`config.mk`:
```
export PLATFORM = sky130hd
export DESIGN_NAME = mips_pc_sequencer
export DESIGN_NICKNAME = d
export VERILOG_FILES = /design/src/rtl/mips_pc_pkg.sv /design/src/rtl/mips_pc_sequencer.sv
export SDC_FILE = /design/constraint.sdc
export NUM_CORES = 1
export LEC_CHECK = 0
export ABC_AREA = 1
export CORE_ASPECT_RATIO = 0.8
export CORE_UTILIZATION = 49
export CTS_BUF_LIST = sky130_fd_sc_hd__clkbuf_2 sky130_fd_sc_hd__clkbuf_4 sky130_fd_sc_hd__clkbuf_8
export CTS_CLUSTER_DIAMETER = 50
export DETAILED_ROUTE_END_ITERATION = 10
export PLACE_DENSITY = 0.8
export SETUP_SLACK_MARGIN = 0.2
export SLEW_MARGIN = 20
export SYNTH_ARGS = -nofsm -noshare
export SYNTH_HDL_FRONTEND = slang
export SYNTH_SLANG_ARGS = --single-unit
export TNS_END_PERCENT = 100
```
`constraint.sdc`:
```
create_clock -name clk -period 6.2 [get_ports clk]
set_input_delay 0.93 -clock clk [delete_from_list [all_inputs] [get_ports clk]]
set_output_delay 0.93 -clock clk [all_outputs]
set_load 0.01 [all_outputs]
```
`src/rtl/mips_pc_pkg.sv`:
```
// Shared types and constants for the MIPS program-counter sequencer.
package mips_pc_pkg;

    typedef enum logic [1:0] {
        SEQ    = 2'd0,
        DELAY  = 2'd1,
        HALTED = 2'd2
    } pc_state_t;

    localparam logic [31:0] PC_RESET_VECTOR = 32'hBFC0_0000;
    localparam logic [31:0] PC_HALT_ADDRESS = 32'h0000_0000;
    localparam logic [31:0] PC_STEP         = 32'd4;

endpackage

```
`src/rtl/mips_pc_sequencer.sv`:
```
// PC controller: sequential fetch, one branch delay slot, halt on HALT_ADDRESS.
// Optional misaligned-target trap enabled by MIPS_PC_ALIGN_CHECK_EN.
import mips_pc_pkg::*;

module mips_pc_sequencer #(
    parameter logic [31:0] RESET_VECTOR = PC_RESET_VECTOR,
    parameter logic [31:0] HALT_ADDRESS = PC_HALT_ADDRESS
) (
    input  logic        clk,
    input  logic        reset,
    input  logic        clk_enable,
    input  logic        stall,
    input  logic        branch_taken,
    input  logic [31:0] branch_target,
    input  logic        jump_valid,
    input  logic [31:0] jump_target,
    output logic [31:0] instr_address,
    output logic        active,
    output logic        in_delay_slot,
    output logic [31:0] link_address,
    output logic [31:0] instr_count,
`ifdef MIPS_PC_ALIGN_CHECK_EN
    output logic        addr_error,
`endif
    output pc_state_t   debug_state
);

    pc_state_t   state;
    pc_state_t   next_state;
    logic [31:0] pending;
    logic [31:0] next_pending;
    logic [31:0] next_pc;
    logic [31:0] pc_plus4;
    logic        adv;
`ifdef MIPS_PC_ALIGN_CHECK_EN
    logic        next_misaligned;
`endif

    assign adv          = clk_enable & ~stall & active;
    assign pc_plus4     = instr_address + PC_STEP;
    assign link_address = instr_address + 32'd8;
    assign debug_state  = state;

    always_comb begin
        next_pc      = instr_address;
        next_state   = state;
        next_pending = pending;
`ifdef MIPS_PC_ALIGN_CHECK_EN
        next_misaligned = 1'b0;
`endif
        case (state)
            SEQ: begin
                next_pc = pc_plus4;
                // Jumps win over branches when both resolve in the same cycle.
                if (jump_valid) begin
                    next_pending = jump_target;
                    next_state   = DELAY;
                end else if (branch_taken) begin
                    next_pending = branch_target;
                    next_state   = DELAY;
                end
            end
            DELAY: begin
                next_pc    = pending;
                next_state = SEQ;
`ifdef MIPS_PC_ALIGN_CHECK_EN
                if (pending[1:0] != 2'b00) begin
                    next_misaligned = 1'b1;
                    next_state      = HALTED;
                end
`endif
            end
            default: ;
        endcase
        // Reaching the halt address stops the core even if a slot was about to start.
        if (state != HALTED && next_pc == HALT_ADDRESS) begin
            next_state = HALTED;
        end
    end

    always_ff @(posedge clk) begin
        if (reset) begin
            instr_address <= RESET_VECTOR;
            active        <= 1'b1;
            in_delay_slot <= 1'b0;
            instr_count   <= 32'd0;
            pending       <= 32'd0;
            state         <= SEQ;
`ifdef MIPS_PC_ALIGN_CHECK_EN
            addr_error    <= 1'b0;
`endif
        end else if (adv) begin
            instr_address <= next_pc;
            pending       <= next_pending;
            state         <= next_state;
            in_delay_slot <= (next_state == DELAY);
            active        <= (next_state != HALTED);
            instr_count   <= instr_count + 32'd1;
`ifdef MIPS_PC_ALIGN_CHECK_EN
            addr_error    <= next_misaligned;
`endif
        end
    end

endmodule

```
==> flow_summary.json <==
{
  "status": "completed",
  "cp_max_fo": 6,
  "htreeDepth": 3,
  "p_int_mw": 1.055,
  "wl_met2_mm": 7.754,
  "grt_overflow": 0,
  "fin_crit_sh_pct": 65.83,
  "drive_above_1_share_pct": 5.313,
  "clkTransAtPathRegs_ns": 0.10,
  "wl_met1_mm": 9.128,
  "slowest_delay_ns": 0.68,
  "die_y_um": 103.5,
  "path_cells": "inv_1, nor3_1, inv_1, nor2_1, nand2_1, inv_1, nand2_1, xor2_1, clkdlybuf4s50_1",
  "slew_violations": 0,
  "start_util_pct": 51.12,
  "syn_nets": 1096,
  "clock_path_buffers": 2,
  "routedWlPerCell_um": 14.19,
  "finalSetupTns_ns": 0,
  "final_cell_mix": "nand2_1, clkdlybuf4s50_1, inv_1",
  "synth_area_um2": 6309,
  "path_common_cell": "inv_1",
  "p_switching_uw": 442.3,
  "fp.dieW_um": 128.9,
  "max_freq_ghz": 0.2450,
  "hpwlAfterDp_mm": 14.30,
  "final_area_um2": 8305,
  "track_usage_pct": 28.96,
  "coreArea_um2": 12340,
  "rsz0062_at_grt": "false",
  "routabilityCongestion": 0.9413,
  "clk_latency_ns": 0.37,
  "crit_type": "flop to output pin",
  "detail_route.wirelength_mm": 18.99,
  "leakage_nw": 3.486,
  "vias_per_cell": 5.279,
  "hp-class": "flop to flop",
  "fp.dieArea_um2": 13340,
  "tightest_slew_ns": 0.9857,
  "cts_tree": "built",
  "ys_types": 39,
  "pwr_density_cell_nw_per_um2": 180.2,
  "ys_ff_latch": 100,
  "antenna_found_initial": 0,
  "place_area_um2": 8053,
  "pwr-share-comb_pct": 21.1,
  "final-hold-violation-count": 0,
  "place_ws_ns": 2.304,
  "fin_skew_ns": 0.009322,
  "setup_ws_ns": 2.119,
  "yosysSeqAreaShare_pct": 31.73,
  "slew_headroom_pct": 34.29,
  "irDropWorstVdd_mv": 0.1188,
  "vias": 7063,
  "syn_to_final_growth_pct": 31.65,
  "layout.nets": 1236,
  "boundaryPins": 170,
  "drt_iter0_drc": 802,
  "synth_warnings": 0,
  "met3WireLength_mm": 1.885,
  "clock_sinks": 100,
  "arrival_ns": 3.15,
  "cts_setup_buffers": 0,
  "finalSetupViolations": 0,
  "post_cts_resized": 0,
  "postCtsHoldBufs": 0,
  "rows": 36,
  "antenna_left": 0,
  "layout_commonest_cell": "nand2_1",
  "seq_power_share_pct": 47.6,
  "clock_power_share_pct": 31.3,
  "sw_frac_of_total_pct": 29.55,
  "hold_slack_ns": 0.4912,
  "startpoint_type": "flop",
  "cts_inserted_buffers": 9,
  "syn_avg_cell_area_um2": 6.167,
  "cp_slowest_cell": "nor3_1",
  "syn_inst": 1023,
  "grt_pass1_wl_mm": 29.86,
  "required_ns": 5.27,
  "grt_max_degree": 66,
  "top_layer_used": "met4",
  "grt_pass1_vias": 6129,
  "cts_root_buf": "clkbuf_8",
  "period_minus_slack_ns": 4.081,
  "dr.pass1.iters": 7,
  "port_buffers": 169,
  "critPathCaptureType": "output pin",
  "drc": 0,
  "antenna_cells": 0,
  "cap_violations": 0
}
-- power by group through the flow --
stage | Clock (mW) | Sequential (mW) | Combinational, mW
after global placement | 0 | 0.725 | 0.304
after detailed placement | 0 | 0.725 | 0.309
after global routing | 0.494 | 0.717 | 0.348
after CTS | 0.471 | 0.711 | 0.311
after floorplan | 0 | 0.722 | 0.161
final | 0.468 | 0.713 | 0.316
-- worst max-delay path, delay by kind of cell, from the launching register on --
family	cells	cell delay (ns)
xor+xnor	1	0.25
flops	1	0.47
buf+inv	4	0.97
simple gates	4	1.11
-- sequential cells by signal (all words and copies together) (netlist names) --
signal,cells
in_delay_slot,1
debug_state,2
active,1
instr_address,32
pending,32
instr_count,32
-- cell families after synthesis --
group	Yosys count	synth area share (%)
AO/OA/AOI/OAI	234	19.08
AND/OR/NAND/NOR	447	31.34
adder cells (fa/ha/maj)	3	0.5951
XOR/XNOR	34	4.720
flip-flops	100	31.73
buffers and inverters	205	12.53
-- Yosys cell counts --
library cell	n	share of area, %
nand2_2	7	0.69
a31oi_1	1	0.099
nor3_1	17	1.3
a211oi_1	1	0.12
nor3b_1	1	0.12
nand2_4	2	0.36
buf_2	5	0.40
nor4_1	2	0.20
clkbuf_1	32	1.9
o211ai_1	8	0.95
nor2_1	126	7.5
nor2_4	5	0.89
a21oi_1	111	8.8
buf_1	3	0.18
nor2_2	12	1.2
nor4_2	1	0.20
nor3_2	1	0.16
clkinv_1	2	0.12
nor2_8	1	0.32
xnor2_1	1	0.14
nand4_1	11	1.1
inv_2	7	0.42
nor4_4	1	0.34
o21ai_1	3	0.24
buf_4	4	0.48
ha_1	3	0.60
o21a_1	2	0.24
o21ai_0	107	8.5
o21ai_2	1	0.14
nand3b_2	1	0.18
or2_2	1	0.099
and2_1	1	0.099
inv_1	152	9.0
nand3_1	59	4.7
nand3b_1	1	0.12
nand2_1	196	12
dfxtp_1	100	32
and3_1	1	0.099
xor2_1	33	4.6
-- stage by stage --
step | cells | utilization (%) | power [mW]
2_1_floorplan | 1023 | - | 0.8829
3_3_place_gp | 1322 | 65.25 | 1.029
3_5_place_dp | 1322 | 65.25 | 1.034
4_1_cts | 1337 | 67.03 | 1.493
5_1_grt | 1338 | 67.30 | 1.559
6_report | 1338 | 67.30 | 1.497
-- cell type report --
type,count,area (um2)
timing repair buffer,173,1737
clock inverter,6,96.34
inverter,161,604.3
sequential,100,2002
fill,1138,4036
multi-input combinational,718,3528
tap,171,214.0
clock buffer,9,123.9
-- path summary, 6_finish.rpt --
kind / startpoint / to / slack (ns) / cells after the start
setup / recovery: instr_address[3] / link_address[16] / 2.12 / 9
hold / removal: instr_count[5] / instr_count[5] / 0.49 / 2
setup reg to reg: active / instr_count[28] / 3.32 / 11
hold reg to reg: instr_count[5] / instr_count[5] / 0.49 / 2
-- layer usage --
metal	vias up	global-route usage [%]
li1	3539	-
met3	18	5.041
met4	0	6.968
met2	358	42.83
met5	-	0
met1	3148	43.36
Note: power is estimated with default switching activity, not from simulation.
